### src/rtl/serial_word_transmitter.sv
// Parallel-to-serial word transmitter with valid/ready load, per-word bit order,
// bit stretching, optional inter-frame gap and frame start/last strobes.
module serial_word_transmitter #(
    parameter int unsigned WIDTH      = 4,
    parameter int unsigned BIT_CYCLES = 1,
    parameter int unsigned GAP_CYCLES = 0
) (
    input  logic             clk,
    input  logic             reset,
    input  logic [WIDTH-1:0] I_par,
    input  logic             load_valid,
    output logic             load_ready,
    input  logic             dir,
    output logic             ser_out,
    output logic             ser_valid,
    output logic             frame_start,
    output logic             frame_last,
    output logic             busy
);

    localparam int unsigned BW = (WIDTH > 1) ? $clog2(WIDTH) : 1;
    localparam int unsigned CW = (BIT_CYCLES > 1) ? $clog2(BIT_CYCLES) : 1;
    localparam int unsigned GW = (GAP_CYCLES > 1) ? $clog2(GAP_CYCLES) : 1;
    localparam int unsigned BIT_LAST = WIDTH - 1;
    localparam int unsigned CYC_LAST = BIT_CYCLES - 1;
    localparam int unsigned GAP_LAST = (GAP_CYCLES != 0) ? GAP_CYCLES - 1 : 0;

    localparam logic [1:0] S_IDLE  = 2'd0;
    localparam logic [1:0] S_SHIFT = 2'd1;
    localparam logic [1:0] S_GAP   = 2'd2;

    logic [1:0]       state_q, state_d;
    logic [BW-1:0]    bit_cnt_q, bit_cnt_d;
    logic [CW-1:0]    cyc_cnt_q, cyc_cnt_d;
    logic [GW-1:0]    gap_cnt_q, gap_cnt_d;
    logic [WIDTH-1:0] sh_q, sh_d;
    logic             dir_q, dir_d;
    logic             ser_out_q, ser_out_d;
    logic             ser_valid_q, ser_valid_d;
    logic             frame_start_q, frame_start_d;
    logic             frame_last_q, frame_last_d;
    logic             busy_q, busy_d;
    logic             last_cyc, last_bit, accept;

    // Next-state logic; registered outputs are derived from the next state.
    always_comb begin
        state_d   = state_q;
        bit_cnt_d = bit_cnt_q;
        cyc_cnt_d = cyc_cnt_q;
        gap_cnt_d = gap_cnt_q;
        sh_d      = sh_q;
        dir_d     = dir_q;

        last_cyc   = (cyc_cnt_q == CW'(CYC_LAST));
        last_bit   = (bit_cnt_q == BW'(BIT_LAST));
        load_ready = reset && ((state_q == S_IDLE) ||
                     ((GAP_CYCLES == 0) && (state_q == S_SHIFT) && last_cyc && last_bit));
        accept     = load_valid && load_ready;

        case (state_q)
            S_IDLE: begin
                if (accept) begin
                    state_d   = S_SHIFT;
                    sh_d      = I_par;
                    dir_d     = dir;
                    bit_cnt_d = '0;
                    cyc_cnt_d = '0;
                end
            end
            S_SHIFT: begin
                if (last_cyc) begin
                    cyc_cnt_d = '0;
                    if (last_bit) begin
                        // Frame ends: gap, back-to-back reload, or idle.
                        if (GAP_CYCLES != 0) begin
                            state_d   = S_GAP;
                            gap_cnt_d = '0;
                        end else if (accept) begin
                            sh_d      = I_par;
                            dir_d     = dir;
                            bit_cnt_d = '0;
                        end else begin
                            state_d = S_IDLE;
                        end
                    end else begin
                        sh_d      = dir_q ? (sh_q >> 1) : (sh_q << 1);
                        bit_cnt_d = bit_cnt_q + BW'(1);
                    end
                end else begin
                    cyc_cnt_d = cyc_cnt_q + CW'(1);
                end
            end
            S_GAP: begin
                if (gap_cnt_q == GW'(GAP_LAST)) begin
                    state_d = S_IDLE;
                end else begin
                    gap_cnt_d = gap_cnt_q + GW'(1);
                end
            end
            default: state_d = S_IDLE;
        endcase

        ser_valid_d   = (state_d == S_SHIFT);
        ser_out_d     = ser_valid_d && (dir_d ? sh_d[0] : sh_d[WIDTH-1]);
        frame_start_d = ser_valid_d && (bit_cnt_d == '0);
        frame_last_d  = ser_valid_d && (bit_cnt_d == BW'(BIT_LAST));
        busy_d        = (state_d != S_IDLE);
    end

    always_ff @(posedge clk) begin
        if (!reset) begin
            state_q       <= S_IDLE;
            bit_cnt_q     <= '0;
            cyc_cnt_q     <= '0;
            gap_cnt_q     <= '0;
            sh_q          <= '0;
            dir_q         <= 1'b0;
            ser_out_q     <= 1'b0;
            ser_valid_q   <= 1'b0;
            frame_start_q <= 1'b0;
            frame_last_q  <= 1'b0;
            busy_q        <= 1'b0;
        end else begin
            state_q       <= state_d;
            bit_cnt_q     <= bit_cnt_d;
            cyc_cnt_q     <= cyc_cnt_d;
            gap_cnt_q     <= gap_cnt_d;
            sh_q          <= sh_d;
            dir_q         <= dir_d;
            ser_out_q     <= ser_out_d;
            ser_valid_q   <= ser_valid_d;
            frame_start_q <= frame_start_d;
            frame_last_q  <= frame_last_d;
            busy_q        <= busy_d;
        end
    end

    assign ser_out     = ser_out_q;
    assign ser_valid   = ser_valid_q;
    assign frame_start = frame_start_q;
    assign frame_last  = frame_last_q;
    assign busy        = busy_q;

endmodule

### config.mk
export PLATFORM = sky130hd
export DESIGN_NAME = serial_word_transmitter
export DESIGN_NICKNAME = d
export VERILOG_FILES = /design/src/rtl/serial_word_transmitter.sv
export SDC_FILE = /design/constraint.sdc
export NUM_CORES = 1
export LEC_CHECK = 0
export ABC_CLOCK_PERIOD_IN_PS = 4300
export CAP_MARGIN = 10
export CORE_AREA = 2 2 39 41
export CTS_CLUSTER_SIZE = 16
export DETAILED_ROUTE_END_ITERATION = 8
export DIE_AREA = 0 0 41 43
export GPL_ROUTABILITY_DRIVEN = 0
export PLACE_DENSITY = 0.88
export SETUP_SLACK_MARGIN = 0.2
export SYNTH_ARGS = -nofsm -noshare
export SYNTH_HDL_FRONTEND = slang
export SYNTH_SLANG_ARGS = --single-unit
### constraint.sdc
create_clock -name clk -period 4.3 [get_ports clk]
set_input_delay 0.86 -clock clk [delete_from_list [all_inputs] [get_ports clk]]
set_output_delay 0.86 -clock clk [all_outputs]
set_load 0.02 [all_outputs]
-- Word level (Yosys, flattened, before mapping)
Index checks and enable logic that the tools add are counted.
- multiplexer cells: 24
- equal/unequal tests: 7
- reductions and logical operators: 14
- bitwise operators: 1
- add/subtract/negate cells: 3
- operators with widths (operator ; count):
    2-bit 2-to-1 mux ; 8
    4-bit 2-to-1 mux ; 4
    4-bit one-hot mux with 2 select lines ; 1
    1-bit logical AND ; 7
    1-bit 2-to-1 mux ; 7
    2-bit equality test (second input constant) ; 3
    2-bit one-hot mux with 3 select lines ; 1
    2-bit by 1-bit equality test with 1-bit output (second input constant) ; 2
    2-bit zero test ; 2
    2-bit != test (second input constant) ; 2
    1-bit one-hot mux with 2 select lines ; 2
    2-bit one-hot mux with 2 select lines ; 1
    2-bit AND reduction ; 2
    2-bit nonzero test ; 2
    1-bit adder (second input constant) ; 2
    2-bit by 1-bit adder with 2-bit output (second input constant) ; 1
    1-bit logical OR ; 1
    1-bit inverter ; 1
- register bits after elaboration: 16
- output and inout bits: 6
- logic and storage cells: 61

-- Longest topological paths before layout
- depth in word-level cells: 12
- gate-level depth with buffers: 6
- mapped depth without buffers: 5

-- Worst setup path after synthesis
No wires, ideal clock.
- kind: input port to output port
- start: input port reset
- end: output port load_ready
- data arrival time: 1.442 ns
- path slack: 1.998 ns
- buffers on the path: 1
- cell stages on the path: 3
- cell sequence: buf_2 > nand2_1 > nor2_1
- longest elaborated chain between the ends: 1
- RTL lines (element ; RTL line ; text):
    start, declared ; 9 ; input logic reset,
    1-bit logical AND ; 56 ; load_ready = reset && ((state_q == S_IDLE) ||
    end, declared ; 12 ; output logic load_ready,
Every way passes these cells.

-- Final worst setup path
Same ends and word-level chain as after synthesis.

==> flow_metrics.py <==
metrics = {
    "sta": {
        "clock_skew_ns": 0.00116,
        "rsz0062_at_grt": "no",
        "final_max_slew_viol_count": 0,
        "fin_crit_sh_pct": 78.8,
        "min_period_ns": 3.39,
        "hold_viol_final": 0,
        "fin_tns_setup_ns": 0,
        "finalSetupViolations": 0,
        "fmax_mhz": 295,
        "hold_ws_ns": 0.542,
    },
    "global_route": {
        "grt_usage_pct": 20.1,
        "antenna_found_initial": 0,
        "grt_pass1_wl_um": 2320,
        "grt_pass1_vias": 536,
        "grt_overflow": 0,
        "grt_max_degree": 12,
    },
    "worst_setup_path": {
        "timing.critical_path.buf_inv": 2,
        "endpoint_kind": "primary output",
        "worstSetupPathType": "in2out",
        "crit_required_ns": 3.44,
        "cp_data_arrival_time_ns": 2.53,
        "critPathMaxStageDelay_ns": 0.66,
        "cp_common_cell": "clkdlybuf4s50_1",
        "start_kind": "primary input",
        "r2r_setup_slack_ns": 2.57,
        "slowest_stage": "clkdlybuf4s50_1",
        "crit_chain": "clkdlybuf4s50_1 -> nand2_1 -> nor2_1 -> clkdlybuf4s50_1",
        "reg2reg_from": "bit_cnt_q[0]$_SDFF_PN0_",
        "path_max_fanout": 11,
        "startpoint": "reset",
        "critical_path.top_delay_family": "buffers and inverters",
        "r2r_end": "ser_out$_SDFF_PN0_",
        "r2r_cells": 5,
    },
    "routing": {
        "drcViolationCount": 0,
        "drt-initial-drc-count": 15,
        "vias": 559,
        "wire_per_inst_um": 13.8,
        "viasPerCell": 5.82,
        "detail-route-antenna-nets": 0,
        "drt_wl_total_um": 1320,
        "first_pass_iters": 4,
    },
    "clock_tree": {
        "postCtsHoldBufs": 0,
        "ctsLongestPathBuffers": 2,
        "cts_setup_buffers": 0,
        "cts_tree": "built",
        "clk_pin_slew_ns": 0.07,
        "clk_latency_ns": 0.27,
        "htreeDepth": 1,
        "cts.sink_count": 14,
        "cts_buffers": 3,
        "cts.repair.resized": 0,
        "root_buffer": "clkbuf_4",
    },
    "floorplanning": {
        "die_x_um": 41,
        "dieHeight_um": 43,
        "dieArea_um2": 1760,
        "core_area_um2": 1380,
        "pin_count": 14,
        "num_rows": 14,
        "start_util_pct": 47.7,
    },
    "synthesis": {
        "yosysSeqAreaShare_pct": 42.4,
        "ys_seq_elements": 14,
        "synth_area_leaders": "dfxtp_1 (42%), nor4b_2 (4.5%), nor2_1 (4.0%), nor2b_1 (3.8%), o221a_2 (3.4%)",
        "yosys_warnings": 0,
        "synth.top_cell.area_share_pct": 42.4,
        "synth_cell_types": 32,
        "avgSynthCellArea_um2": 9.72,
        "post-synth-top-area-cell": "dfxtp_1",
        "synth_nets": 77,
        "syn_inst": 68,
        "netlist_area_um2": 661,
    },
    "status": {
        "outcome": "complete, no violations",
    },
    "power": {
        "peakVddDrop_v": 0.000209,
        "leakagePower_nw": 0.295,
        "power_density_nw_per_um2": 305,
        "finalPower_mw": 0.246,
    },
    "flow_run": {
        "cap_violations": 0,
    },
    "cells_and_area": {
        "syn_to_final_growth_pct": 22.2,
        "multi_input_area_um2": 347,
        "drive_gt1_share_pct": 11.3,
        "fillers": 130,
        "regArea_um2": 280,
        "final_core_util_pct": 58.3,
        "nets": 91,
        "insertedDiodeCount": 0,
    },
    "placed_design": {
        "dp_hpwl_um": 996,
        "port-buffer-count": 13,
    },
    "worst_hold_path": {
        "hold_path_depth": 2,
        "min_from": "bit_cnt_q[0]$_SDFF_PN0_",
        "hold_end": "frame_start$_SDFF_PN0_",
        "hp-class": "reg2reg",
    },
}
-- cell type report --
class / instances / area share [%]
sequential: 14 / 34.7
multi-input combinational: 48 / 42.9
clock buffer: 3 / 2.79
inverter: 2 / 0.930
timing repair buffer: 13 / 16.1
tap: 16 / 2.48
-- sequential cells by signal (all words and copies together), names as in the netlist --
register,count
bit_cnt_q,2
ser_out,1
ser_valid,1
sh_q,4
busy,1
dir_q,1
state_q,2
frame_start,1
frame_last,1
-- cell usage after synthesis --
| master | count |
|---|---|
| a2111oi_2 | 1 |
| a211oi_1 | 1 |
| a21oi_1 | 2 |
| a22oi_1 | 1 |
| a2bb2oi_1 | 2 |
| and2_1 | 2 |
| and3_1 | 1 |
| and4_1 | 1 |
| and4b_1 | 1 |
| buf_2 | 3 |
| buf_6 | 1 |
| conb_1 | 1 |
| dfxtp_1 | 14 |
| ha_1 | 1 |
| inv_1 | 2 |
| mux2i_1 | 2 |
| nand2_1 | 4 |
| nand2b_1 | 2 |
| nand3_1 | 1 |
| nand3b_1 | 1 |
| nand4_1 | 1 |
| nand4b_1 | 1 |
| nor2_1 | 7 |
| nor2b_1 | 4 |
| nor2b_4 | 1 |
| nor3_1 | 1 |
| nor4b_2 | 2 |
| o21a_1 | 1 |
| o21ai_0 | 1 |
| o221a_2 | 2 |
| o31ai_1 | 1 |
| o32ai_1 | 2 |
-- cells in the final DEF (no fill, tap or decap) --
cell type	count
dfxtp_1	14
clkdlybuf4s50_1	13
nor2_1	7
nand2_1	4
nor2b_1	4
clkbuf_4	3
inv_1	2
nand2b_1	2
and2_1	2
mux2i_1	2
a2bb2oi_1	2
o221a_2	2
nor4b_2	2
o32ai_1	2
a21oi_1	2
nor2b_4	1
o21ai_0	1
a22oi_1	1
nand3_1	1
and3_1	1
and4_1	1
nand4_1	1
o31ai_1	1
nand4b_1	1
a211oi_1	1
a2111oi_2	1
nand3b_1	1
nor3_1	1
and4b_1	1
o21a_1	1
ha_1	1
conb_1	1
-- worst max-delay path by stage --
| stage | to | slack [ns] | depth (start not counted) |
|---|---|---|---|
| floorplan | load_ready | 2.00 | 3 |
| global placement | load_ready | 1.01 | 4 |
| detailed placement | load_ready | 0.96 | 4 |
| CTS | load_ready | 0.91 | 4 |
| global route | load_ready | 0.81 | 4 |
| finish | load_ready | 0.91 | 4 |
-- power by group --
part	leakage [nW]	internal, mW	switching (mW)
Sequential	0.115	0.135	0.00518
Combinational	0.167	0.0195	0.0180
Clock	0.0138	0.0324	0.0360
-- kinds of logic after synthesis --
kind of cell / Yosys count / share of synthesized area, %
simple gates: 30 / 29.2
compound gates: 14 / 17.8
flops: 14 / 42.4
buf+inv: 6 / 5.11
mux: 2 / 3.03
fa+ha+maj: 1 / 1.89
other cells: 1 / 0.568
-- routing by layer --
layer / track usage, % / up-vias / routed length, um / part of all wire [%]
met3: 3.14 / 8 / 61 / 4.6
met4: 18.0 / 0 / 68 / 5.1
met1: 25.6 / 266 / 548 / 41
met5: 0 / - / 0 / 0
met2: 27.5 / 14 / 644 / 49
li1: - / 271 / - / -
-- metrics by stage --
stage	worst slack [ns]	instance area, um^2	cells
2_1_floorplan	2.00	661	68
3_3_place_gp	1.01	785	93
3_5_place_dp	0.956	785	93
4_1_cts	0.909	807	96
5_1_grt	0.812	807	96
6_report	0.910	807	96
-- worst register-to-register path, stage by stage (launching register included) --
cell and delay [ns]:
dfxtp_1 0.38, ha_1 0.24, nand2b_1 0.32, nand4_1 0.15, and2_1 0.20, a2111oi_2 0.34
Note: power is estimated with default switching activity, not from simulation.
